===== src/rtl/seq_divider.sv =====
// seq_divider: signed restoring divider, one quotient bit per cycle; data_remainder port only with DIV_REMAINDER_EN.
// Latency: data_resultRDY pulses WIDTH+1 cycles after an accepted start (1 cycle for divide-by-zero).
// Backpressure: none; ctrl_DIV is ignored while busy and accepted again in the RDY cycle.
module seq_divider #(
  parameter int WIDTH = 32
) (
  input  logic             clock,
  input  logic             reset_n,
  input  logic             ctrl_DIV,
  input  logic [WIDTH-1:0] data_operandA,
  input  logic [WIDTH-1:0] data_operandB,
  output logic [WIDTH-1:0] data_result,
  output logic             data_exception,
  output logic             data_resultRDY,
  output logic             busy
`ifdef DIV_REMAINDER_EN
  ,
  output logic [WIDTH-1:0] data_remainder
`endif
);

  localparam int CW = (WIDTH > 1) ? $clog2(WIDTH) : 1;
  localparam logic [CW-1:0] CNT_LAST = CW'(WIDTH - 1);
  localparam logic [WIDTH-1:0] MIN_VAL = {1'b1, {(WIDTH-1){1'b0}}};

  typedef enum logic [1:0] {IDLE, ITER, FIX} state_t;

  state_t           state, state_nxt;
  logic             start;
  logic [CW-1:0]    cnt;
  logic [WIDTH-1:0] r, q, b_mag;
  logic             sign_a, sign_b, div0, exc;

  logic [WIDTH-1:0] a_mag_in, b_mag_in;
  logic [WIDTH:0]   r_shift, r_diff;
  logic [WIDTH-1:0] q_fix;

  // Two's-complement negation of the most negative value yields 2^(W-1) read as unsigned.
  assign a_mag_in = data_operandA[WIDTH-1] ? (~data_operandA + 1'b1) : data_operandA;
  assign b_mag_in = data_operandB[WIDTH-1] ? (~data_operandB + 1'b1) : data_operandB;

  assign r_shift = {r, q[WIDTH-1]};
  assign r_diff  = r_shift - {1'b0, b_mag};
  assign q_fix   = (sign_a ^ sign_b) ? (~q + 1'b1) : q;

  assign busy = (state != IDLE);

  always_ff @(posedge clock or negedge reset_n) begin
    if (!reset_n) state <= IDLE;
    else          state <= state_nxt;
  end

  always_comb begin
    state_nxt = state;
    start     = 1'b0;
    case (state)
      IDLE: begin
        if (ctrl_DIV) begin
          start     = 1'b1;
          state_nxt = (data_operandB == '0) ? FIX : ITER;
        end
      end
      ITER:    if (cnt == CNT_LAST) state_nxt = FIX;
      FIX:     state_nxt = IDLE;
      default: state_nxt = IDLE;
    endcase
  end

`ifdef DIV_REMAINDER_EN
  logic [WIDTH-1:0] rem_mag;
  // With a zero divisor the iteration is skipped and q still holds |A|.
  assign rem_mag = div0 ? q : r;
`endif

  always_ff @(posedge clock or negedge reset_n) begin
    if (!reset_n) begin
      cnt            <= '0;
      r              <= '0;
      q              <= '0;
      b_mag          <= '0;
      sign_a         <= 1'b0;
      sign_b         <= 1'b0;
      div0           <= 1'b0;
      exc            <= 1'b0;
      data_result    <= '0;
      data_exception <= 1'b0;
      data_resultRDY <= 1'b0;
`ifdef DIV_REMAINDER_EN
      data_remainder <= '0;
`endif
    end else begin
      data_resultRDY <= 1'b0;
      if (start) begin
        cnt    <= '0;
        r      <= '0;
        q      <= a_mag_in;
        b_mag  <= b_mag_in;
        sign_a <= data_operandA[WIDTH-1];
        sign_b <= data_operandB[WIDTH-1];
        div0   <= (data_operandB == '0);
        exc    <= (data_operandB == '0) ||
                  ((data_operandA == MIN_VAL) && (data_operandB == '1));
      end else if (state == ITER) begin
        cnt <= (cnt == CNT_LAST) ? '0 : cnt + 1'b1;
        q   <= {q[WIDTH-2:0], ~r_diff[WIDTH]};
        r   <= r_diff[WIDTH] ? r_shift[WIDTH-1:0] : r_diff[WIDTH-1:0];
      end else if (state == FIX) begin
        data_result    <= div0 ? '0 : q_fix;
        data_exception <= exc;
        data_resultRDY <= 1'b1;
`ifdef DIV_REMAINDER_EN
        data_remainder <= sign_a ? (~rem_mag + 1'b1) : rem_mag;
`endif
      end
    end
  end

endmodule


===== config.mk =====
export PLATFORM = sky130hd
export DESIGN_NAME = seq_divider
export DESIGN_NICKNAME = d
export VERILOG_FILES = /design/src/rtl/seq_divider.sv
export SDC_FILE = /design/constraint.sdc
export NUM_CORES = 1
export LEC_CHECK = 0
export ABC_AREA = 0
export CORE_ASPECT_RATIO = 1.4
export CORE_MARGIN = 5
export CORE_UTILIZATION = 49
export CTS_CLUSTER_SIZE = 12
export DETAILED_ROUTE_END_ITERATION = 7
export MAX_ROUTING_LAYER = met4
export PLACE_DENSITY = 0.67
export SLEW_MARGIN = 30
export SYNTH_ARGS = -nofsm -noshare
export SYNTH_HDL_FRONTEND = slang
export SYNTH_SLANG_ARGS = --single-unit
export TNS_END_PERCENT = 10

===== constraint.sdc =====
create_clock -name clock -period 3.8 [get_ports clock]
set_input_delay 0.57 -clock clock [delete_from_list [all_inputs] [get_ports clock]]
set_output_delay 0.57 -clock clock [all_outputs]
set_load 0.02 [all_outputs]

==> results.sh <==
export IMPL_cts_tree="yes"
export IMPL_cts_buffers=17
export IMPL_cts_setup_buffers=0
export IMPL_cts_sinks=141
export IMPL_vdd_drop_max_v=0.000422
export IMPL_clockBufferDepth=2
export IMPL_required_ps=4100
export IMPL_die_area_um2=22300
export IMPL_grt_max_degree=85
export IMPL_die_width_um=128
export IMPL_initial_utilization_pct=49.6
export IMPL_critPathKind="register to register"
export IMPL_clkLatencyLatePin_ps=430
export IMPL_first_global_vias=8251
export IMPL_firstDrtPassIters=5
export IMPL_holdWs_ps=191
export IMPL_cts_hold_buffers_added=0
export IMPL_htreeDepth=4
export IMPL_maxCapViolCount=0
export IMPL_ys_warnings_count=0
export IMPL_arrival_ps=3660
export IMPL_grt_overflow_total=0
export IMPL_endpoint_kind="register"
export IMPL_drc=0
export IMPL_detailroute_via_count=8320
export IMPL_fin_crit_sh_pct=88.5
export IMPL_grt_usage_pct=22.7
export IMPL_fin_skew_ps=16.4
export IMPL_synthToLayoutAreaGrowth_pct=20.1
export IMPL_drt_wl_total_um=24200
export IMPL_fp_dieH_um=175
export IMPL_netlist_instances=1105
export IMPL_synth_fp_nets=1211
export IMPL_grt_antenna_before_repair=0
export IMPL_cts_resized=0
export IMPL_placed_area_um2=10800
export IMPL_crit_path_max_fanout=18
export IMPL_portBuffers=101
export IMPL_place_congestion=0.946
export IMPL_async_flop_share_pct=100
export IMPL_mostFrequentLayoutCells="161 x o21ai_0, 141 x dfrtp_1, 138 x nand2_1, 100 x clkdlybuf4s50_1, 82 x xor2_1"
export IMPL_routed_via_density=5.74
export IMPL_maxSlewViolCount=0
export IMPL_finalSetupTns_ps=0
export IMPL_r2r_slack_ps=440
export IMPL_layout_cells_most_common="o21ai_0"
export IMPL_hold_class="input port to async pin"
export IMPL_synth_area_um2=9500
export IMPL_ant_nets=0
export IMPL_synth_edf_count=0
export IMPL_synth_distinct_cells=73
export IMPL_antenna_cells=0
export IMPL_min_period_ps=3360
export IMPL_final_hold_viol_count=0
export IMPL_core_area_um2=19100
export IMPL_ys_flop_type="dfrtp_1"
export IMPL_synth_avg_cell_area_um2=8.59
export IMPL_cts_clk_slew_worst_paths_ps=70
export IMPL_wl_per_cell_um=16.7
export IMPL_cts_root_buf="clkbuf_16"
export IMPL_design_area_um2=11400
export IMPL_synth_seq_cells=141
export IMPL_rows=60
export IMPL_power_density_nw_per_um2=1020
export IMPL_relSlewSlack_pct=45.7
export IMPL_setup_viol=0
export IMPL_fmax_ghz=0.297
export IMPL_drive_above_1_share_pct=6.99
export IMPL_seq_area_frac_synth_pct=37.2
export IMPL_io_pins=102
export IMPL_layout_nets=1295
export IMPL_dp_hpwl_um=18000
export IMPL_start_kind="register"
export IMPL_worst_pin_slew_ps=815
export IMPL_rsz0062_at_grt="false"
export IMPL_grt_pass1_wl_um=40400
export IMPL_first_iter_violations=513
export IMPL_status="finished clean"
export IMPL_leakage_nw=4.96
[worst paths after layout]
kind,depth (start not counted),endpoint,start
setup reg to reg,13,r[1],q[31]
setup / recovery,13,r[1],q[31]
hold / removal,1,data_result[30],reset_n
max in group asynchronous,2,r[27],reset_n
hold reg to reg,2,data_result[8],data_result[8]
min in group clock,2,data_result[8],data_result[8]
[cells in the mapped netlist, drive strengths merged, types with 3 or more instances]
library cell | count | area share [%]
nor2 | 48 | 1.9
and2 | 5 | 0.33
nor3 | 14 | 0.79
nor2b | 4 | 0.26
a21boi | 4 | 0.32
o21a | 3 | 0.24
mux2i | 17 | 1.8
a32oi | 5 | 0.46
a22oi | 25 | 2.0
xor2 | 82 | 7.6
o21bai | 3 | 0.24
o31ai | 25 | 2.0
nand4 | 12 | 0.79
inv | 51 | 2.0
buf | 11 | 0.55
xnor2 | 36 | 3.4
or4 | 17 | 1.6
ha | 38 | 5.0
nor4 | 14 | 1.1
dfrtp | 141 | 37
a21o | 17 | 1.3
nand2b | 9 | 0.67
clkbuf | 46 | 1.8
nand2 | 140 | 5.6
a31oi | 7 | 0.46
and3 | 8 | 0.53
o41ai | 15 | 1.7
o21ai | 165 | 8.7
or3 | 14 | 1.0
mux2 | 3 | 0.36
nand3 | 22 | 1.2
a21oi | 70 | 3.7
[final cells by class]
cell class | instances | area [µm²]
fill | 1758 | 7740
multi-input combinational | 856 | 5570
sequential | 141 | 3530
timing repair buffer | 122 | 1190
clock buffer | 18 | 429
tap | 248 | 310
inverter | 51 | 191
clock inverter | 14 | 179
[routing by layer]
metal	up-vias	GRT usage [%]	share of wire (%)
li1	4145	-	-
met1	3906	26.6	41
met2	214	39.4	52
met3	55	3.39	4.0
met4	0	7.92	2.9
met5	-	-	0
[sequential cells by signal (all words and copies together) (netlist names)]
signal / flops
state: 2
q: 32
exc: 1
b_mag: 32
div0: 1
r: 32
data_resultRDY: 1
data_result: 32
data_exception: 1
sign_a: 1
cnt: 5
sign_b: 1
[kinds of logic (layout without fill, tap and decap cells)]
group | after synthesis | in the layout | synth area share, %
AO/OA/AOI/OAI | 361 | 361 | 23.4
XOR/XNOR | 118 | 118 | 11.0
adder cells (fa/ha/maj) | 39 | 39 | 5.22
buffers and inverters | 108 | 205 | 4.39
flip-flops | 141 | 141 | 37.2
multiplexers | 20 | 20 | 2.15
AND/OR/NAND/NOR | 318 | 318 | 16.7
[power by group]
part,internal (mW),leakage [nW],total (mW),switching (mW)
Sequential,2.22,1.77,2.84,0.620
Clock,1.05,0.300,1.75,0.707
Combinational,3.02,2.89,7.02,4.00
Total,6.29,4.96,11.6,5.33
[critical path, stage by stage, from the launching register on]
cell      delay, ps
dfrtp_1         400
inv_1            90
ha_1            160
inv_1            50
fa_1            410
a211oi_1        330
o21ai_0         200
a31oi_1         360
o311ai_4        160
a41oi_2         280
xor2_1          240
buf_4           270
mux2i_1         210
o21ai_1          70
[through the flow]
stage | instances | setup slack [ps] | power (mW) | utilization, %
floorplan | 1105 | 583 | 7.92 | -
global placement | 1418 | 201 | 9.77 | 56.4
detailed placement | 1418 | 113 | 9.88 | 56.4
CTS | 1450 | 404 | 11.7 | 59.6
global route | 1450 | 199 | 12.6 | 59.6
finish | 1450 | 438 | 11.6 | 59.6
(Power assumes the default switching activity.)
